[src/rtl/rv32i_pkg.sv]
// Shared RV32I core types and sizes, plus the writeback request bundle used by the
// register-file writeback arbiter.
package rv32i_pkg;

    localparam int XLEN           = 32;
    localparam int REG_COUNT      = 32;
    localparam int REG_ADDR_WIDTH = 5;
    localparam int WB_STARVE_W    = 4;

    typedef struct packed {
        logic                      valid;
        logic [REG_ADDR_WIDTH-1:0] rd;
        logic [XLEN-1:0]           wdata;
    } wb_req_t;

endpackage

[src/rtl/wb_scoreboard.sv]
// Pending-write scoreboard: one busy bit per architectural register, set at issue
// and cleared when the register file commits the matching writeback.
module wb_scoreboard
    import rv32i_pkg::*;
(
    input  logic                      clk,
    input  logic                      rst,
    input  logic                      issue_valid,
    input  logic [REG_ADDR_WIDTH-1:0] issue_rd,
    output logic                      issue_ready,
    input  logic [REG_ADDR_WIDTH-1:0] rs1_addr,
    input  logic [REG_ADDR_WIDTH-1:0] rs2_addr,
    output logic                      rs1_busy,
    output logic                      rs2_busy,
    input  logic                      wr_en,
    input  logic [REG_ADDR_WIDTH-1:0] wr_addr
);

    logic [REG_COUNT-1:0] busy_q;
    logic [REG_COUNT-1:0] busy_d;

    always_comb begin
        // A register being committed this cycle may be re-issued immediately.
        issue_ready = !busy_q[issue_rd] || (wr_en && (wr_addr == issue_rd));
        busy_d      = busy_q;
        if (wr_en) begin
            busy_d[wr_addr] = 1'b0;
        end
        // Set is applied after clear so a same-index set wins.
        if (issue_valid && issue_ready && (issue_rd != '0)) begin
            busy_d[issue_rd] = 1'b1;
        end
        busy_d[0] = 1'b0;
    end

    always_ff @(posedge clk) begin
        if (rst) begin
            busy_q <= '0;
        end else begin
            busy_q <= busy_d;
        end
    end

    assign rs1_busy = busy_q[rs1_addr];
    assign rs2_busy = busy_q[rs2_addr];

endmodule

[src/rtl/regfile_wb_arbiter.sv]
// Arbitrates the single register-file write port between ALU and LSU writebacks:
// LSU has fixed priority, and a starvation counter forces an ALU grant.
module regfile_wb_arbiter
    import rv32i_pkg::*;
#(
    parameter int STARVE_LIMIT = 4
) (
    input  logic                      clk,
    input  logic                      rst,
    input  logic                      issue_valid,
    input  logic [REG_ADDR_WIDTH-1:0] issue_rd,
    output logic                      issue_ready,
    input  logic [REG_ADDR_WIDTH-1:0] rs1_addr,
    input  logic [REG_ADDR_WIDTH-1:0] rs2_addr,
    output logic                      rs1_busy,
    output logic                      rs2_busy,
    input  logic                      alu_valid,
    output logic                      alu_ready,
    input  logic [REG_ADDR_WIDTH-1:0] alu_rd,
    input  logic [XLEN-1:0]           alu_wdata,
    input  logic                      lsu_valid,
    output logic                      lsu_ready,
    input  logic [REG_ADDR_WIDTH-1:0] lsu_rd,
    input  logic [XLEN-1:0]           lsu_wdata,
    output logic                      rf_wr_en,
    output logic [REG_ADDR_WIDTH-1:0] rf_wr_addr,
    output logic [XLEN-1:0]           rf_wdata
);

    localparam logic [WB_STARVE_W-1:0] LIMIT = WB_STARVE_W'(STARVE_LIMIT);

    wb_req_t                   alu_req;
    wb_req_t                   lsu_req;
    wb_req_t                   win;
    logic                      force_alu;
    logic                      alu_xfer;
    logic                      lsu_xfer;
    logic [WB_STARVE_W-1:0]    starve_q, starve_d;
    logic                      wr_en_q, wr_en_d;
    logic [REG_ADDR_WIDTH-1:0] wr_addr_q, wr_addr_d;
    logic [XLEN-1:0]           wdata_q, wdata_d;

    assign alu_req = '{valid: alu_valid, rd: alu_rd, wdata: alu_wdata};
    assign lsu_req = '{valid: lsu_valid, rd: lsu_rd, wdata: lsu_wdata};

    always_comb begin
        force_alu = alu_req.valid && (starve_q == LIMIT);
        lsu_ready = !force_alu;
        alu_ready = force_alu || !lsu_req.valid;
        lsu_xfer  = lsu_req.valid && lsu_ready;
        alu_xfer  = alu_req.valid && alu_ready;

        win       = '0;
        if (lsu_xfer) begin
            win = lsu_req;
        end else if (alu_xfer) begin
            win = alu_req;
        end

        starve_d = starve_q;
        if (alu_xfer) begin
            starve_d = '0;
        end else if (alu_req.valid && (starve_q != LIMIT)) begin
            starve_d = starve_q + 1'b1;
        end

        // x0 writebacks are consumed but never reach the register file.
        wr_en_d   = win.valid && (win.rd != '0);
        wr_addr_d = win.valid ? win.rd : wr_addr_q;
        wdata_d   = win.valid ? win.wdata : wdata_q;
    end

    always_ff @(posedge clk) begin
        if (rst) begin
            starve_q  <= '0;
            wr_en_q   <= 1'b0;
            wr_addr_q <= '0;
            wdata_q   <= '0;
        end else begin
            starve_q  <= starve_d;
            wr_en_q   <= wr_en_d;
            wr_addr_q <= wr_addr_d;
            wdata_q   <= wdata_d;
        end
    end

    assign rf_wr_en   = wr_en_q;
    assign rf_wr_addr = wr_addr_q;
    assign rf_wdata   = wdata_q;

    wb_scoreboard u_scoreboard (
        .clk         (clk),
        .rst         (rst),
        .issue_valid (issue_valid),
        .issue_rd    (issue_rd),
        .issue_ready (issue_ready),
        .rs1_addr    (rs1_addr),
        .rs2_addr    (rs2_addr),
        .rs1_busy    (rs1_busy),
        .rs2_busy    (rs2_busy),
        .wr_en       (wr_en_q),
        .wr_addr     (wr_addr_q)
    );

endmodule
[config.mk]
export PLATFORM = sky130hd
export DESIGN_NAME = regfile_wb_arbiter
export DESIGN_NICKNAME = d
export VERILOG_FILES = /design/src/rtl/rv32i_pkg.sv /design/src/rtl/wb_scoreboard.sv /design/src/rtl/regfile_wb_arbiter.sv
export SDC_FILE = /design/constraint.sdc
export NUM_CORES = 1
export LEC_CHECK = 0
export CORE_MARGIN = 10
export CORE_UTILIZATION = 48
export CTS_BUF_LIST = sky130_fd_sc_hd__clkbuf_4 sky130_fd_sc_hd__clkbuf_8 sky130_fd_sc_hd__clkbuf_16
export CTS_CLUSTER_SIZE = 20
export DETAILED_ROUTE_END_ITERATION = 8
export GPL_TIMING_DRIVEN = 0
export HOLD_SLACK_MARGIN = 0.06
export PLACE_DENSITY = 0.82
export SETUP_SLACK_MARGIN = 0.3
export SLEW_MARGIN = 20
export SYNTH_ARGS = -nofsm -noshare
export SYNTH_HDL_FRONTEND = slang
export SYNTH_SLANG_ARGS = --single-unit
[constraint.sdc]
create_clock -name clk -period 4.1 [get_ports clk]
set_input_delay 1.025 -clock clk [delete_from_list [all_inputs] [get_ports clk]]
set_output_delay 1.025 -clock clk [all_outputs]
set_load 0.01 [all_outputs]
==> qor.csv <==
stage,metric,value,unit
global_route,gr busiest metal,met2,
power_and_ir_drop,LEAKAGE,2.451,nW
clock_tree,CTS Buffer Depth,2,
route,wire length per cell,19.75,um
floorplan,row count,35,
critical_path,crit path capture type,output port,
synthesis,synthesized area per cell,8.305,sq um
floorplan,core area,9196,sq um
power_and_ir_drop,Peak supply drop,0.1781,mV
critical_path,Levels on crit path,5,
place,GP Congestion,0.9679,
timing,worst slew pin tran,739.4,ps
place,DP Cell Count,780,
synthesis,Unique masters post-synth,42,
route,DRT iter0 DRCs,272,
critical_path,Worst Path Max Fanout,10,
finish,storage element area,1461,sq um
critical_path,Critical Path Start Type,input port,
timing,final hold slack,536.8,ps
global_route,initial antenna violation count,1,
power_and_ir_drop,Combinational Power Share,0.220,
clock_tree,CTS buffer count,9,
global_route,total gr overflow,0,
critical_path,Crit path arrival time,2710,ps
timing,Final Hold Fails,0,
power_and_ir_drop,Net Sw Power,0.4811,mW
global_route,routing usage on met3,0.1202,
power_and_ir_drop,clock network fraction of total power,0.336,
timing,Slew Limit Fails,0,
floorplan,Die Span X,116.8,um
power_and_ir_drop,pwr dens,275.8,nW/um^2
finish,multi-input logic area,2851,sq um
route,Routed WL,15.88,mm
timing,final setup fails,0,
floorplan,Top Ports,137,
global_route,global-route usage over all layers,0.2360,
route,vias per cell,5.883,
global_route,grt met1 use,0.2601,
power_and_ir_drop,sequential share of power,0.444,
timing,Tcrit/Tclk final,0.9104,
clock_tree,TritonCTS clock tree,built,
global_route,largest net degree at the start of global routing,13,
route,Post-DRT Antenna Nets,0,
timing,Max Fclk,267.9,MHz
finish,Area Overhead vs Synth,39.04,%
clock_tree,Clock Sinks,73,
clock_tree,clock latency at the later pin of the worst-skew pair,360,ps
place,port bufs,128,
critical_path,cells on worst reg2reg path,8,
run,max cap viols,0,
finish,fillers,746,
power_and_ir_drop,Switching Share,0.2792,
floorplan,Die Span Y,116.8,um
critical_path,crit-path cells,"clkdlybuf4s50_1, nand2_1, clkbuf_4, clkbuf_4, clkdlybuf4s50_1",
timing,Slew HR,0.5070,
synthesis,"Warnings, synthesis",0,
critical_path,Critical Path RT,3070,ps
critical_path,CP max-delay cell,clkdlybuf4s50_1,
critical_path,path type of the worst setup path,input port to output port,
timing,Setup TNS,0,ps
route,Pre-antenna DRT Iters,5,
status,outcome,"finished, final reports clean",
synthesis,Mapped Area,4493,sq um
clock_tree,CTS root buf,clkbuf_8,
global_route,vias in the first global route,4927,
clock_tree,"CTS clk-pin slew, worst paths",80,ps
synthesis,cell count after synthesis,541,
timing,unrepaired setup endpoints after global routing,no,
critical_path,Bufs and invs on worst path,4,
critical_path,Top Family by Delay on Critical Path,buffers and inverters,
floorplan,Die ar.,13630,sq um
hold_path,Hold Path Class,flop to flop,
finish,"commonest non-fill, non-tap cells in the layout","clkdlybuf4s50_1 (122), nor2_1 (76), dfxtp_1 (73)",
critical_path,Max stage delay on crit path,560,ps
finish,"commonest non-fill, non-tap cell in the layout",clkdlybuf4s50_1,
timing,Setup Skew,13.35,ps
timing,Tmin final,3732,ps
power_and_ir_drop,Pint,1.242,mW
place,post-detail-place hpwl,12.46,mm
synthesis,Synth Net Count,637,
synthesis,post-synthesis sequential area ratio,0.3253,
floorplan,initial core utilization,0.4886,
finish,Total Nets Final,784,
route,DRC Markers,0,
global_route,grt met2 use,0.3896,
route,vias,4730,
hold_path,Hold Crit Depth,2,
global_route,first-pass GRT wire length,25.41,mm
clock_tree,H-tree Lvls,3,
finish,share of layout cells above drive strength 1,0.1113,
synthesis,#FFs+latches synth,73,
finish,Non-Filler Instances,804,
## worst register-to-register path, cell delays in order, from the launching register on
cell and delay (ps):
dfxtp_1 340, clkbuf_1 380, xor2_1 120, nor4_1 240
and3_1 210, clkbuf_2 150, clkbuf_1 340, o21ai_0 180
nand2_1 80
## Yosys cell counts (all sizes together)
cell type	number	area share
nor2	76	0.063
nand2b	3	0.0042
dfxtp	73	0.33
o21bai	2	0.0033
xnor2	2	0.0039
ha	2	0.0056
and3	3	0.0042
clkbuf	32	0.027
a32oi	1	0.0019
xor2	6	0.012
a211oi	39	0.066
nor4	1	0.0014
or3	2	0.0028
inv	5	0.0042
nand4b	1	0.0019
or4	2	0.0033
a21o	1	0.0017
nand3b	20	0.033
nand2	65	0.054
mux2	4	0.010
nor3b	4	0.0067
o22ai	2	0.0028
o221ai	2	0.0039
buf	12	0.014
nand3	41	0.046
or2	2	0.0028
nand4	1	0.0014
o21a	1	0.0017
o32ai	1	0.0019
a21oi	3	0.0033
nor3	4	0.0045
a22oi	1	0.0028
o21ai	34	0.038
nor2b	21	0.029
mux4	19	0.095
and3b	1	0.0019
mux2i	49	0.11
or3b	3	0.0058
## layer usage
layer	part of all wire	routed length, um
met5	0	0
met4	0.022	342
met3	0.14	2218
met2	0.47	7485
met1	0.37	5834
## power by group through the flow
stage / clock [mW] / combinational [mW] / sequential [mW]
floorplan: 0 / 0.162 / 0.789
global placement: 0 / 0.360 / 0.779
detailed placement: 0 / 0.367 / 0.781
CTS: 0.580 / 0.377 / 0.765
global route: 0.611 / 0.408 / 0.769
finish: 0.579 / 0.379 / 0.766
## flip-flops by register name (all words and copies together), names as in the netlist
signal / flops
rf_wdata: 32
u_scoreboard.busy_q: 31
rf_wr_addr: 5
starve_q: 4
rf_wr_en: 1
## path summary, 6_finish.rpt
| check | from | to | slack (ps) |
|---|---|---|---|
| worst max-delay path | lsu_valid | alu_ready | 370 |
| worst min-delay path | u_scoreboard.busy_q[5] | u_scoreboard.busy_q[5] | 540 |
| worst max register to register | rf_wr_addr[3] | u_scoreboard.busy_q[31] | 2000 |
| worst min register to register | u_scoreboard.busy_q[5] | u_scoreboard.busy_q[5] | 540 |
## repair_timing
action                                  CTS  global route
hold buffers                              0             0
pin swaps                                 2             0
hold endpoints to repair                  0             0
buffers inserted                          4             4
resized for setup                        33             8
endpoints found under the setup margin    4             2
cloned                                    0             0
## cells by family after synthesis
kind of cell | synth area share
buf+inv | 0.04456
mux | 0.2144
xor+xnor | 0.01560
flops | 0.3253
compound gates | 0.1275
simple gates | 0.2671
fa+ha+maj | 0.005569
## cell type report
type / instances / area share
flip-flops and latches: 73 / 0.2339
repair buffers: 136 / 0.2135
diodes: 1 / 0.0004006
clock inverters: 5 / 0.009013
inverters: 5 / 0.003004
well taps: 111 / 0.02223
clock buffers: 10 / 0.02203
multi-input cells: 419 / 0.4564
plain buffers: 44 / 0.03946
## per-stage QoR
step | power, mW | setup slack [ps] | util | cell area, sq um
finish | 1.723 | 367.5 | 0.6793 | 6247
CTS | 1.722 | 156.0 | 0.6750 | 6207
global placement | 1.140 | -550.0 | 0.6430 | 5913
global route | 1.788 | 302.8 | 0.6790 | 6245
detailed placement | 1.148 | -556.0 | 0.6430 | 5913
floorplan | 0.9516 | 536.4 | - | 4493
No activity file was read; power rests on OpenSTA's default activity.
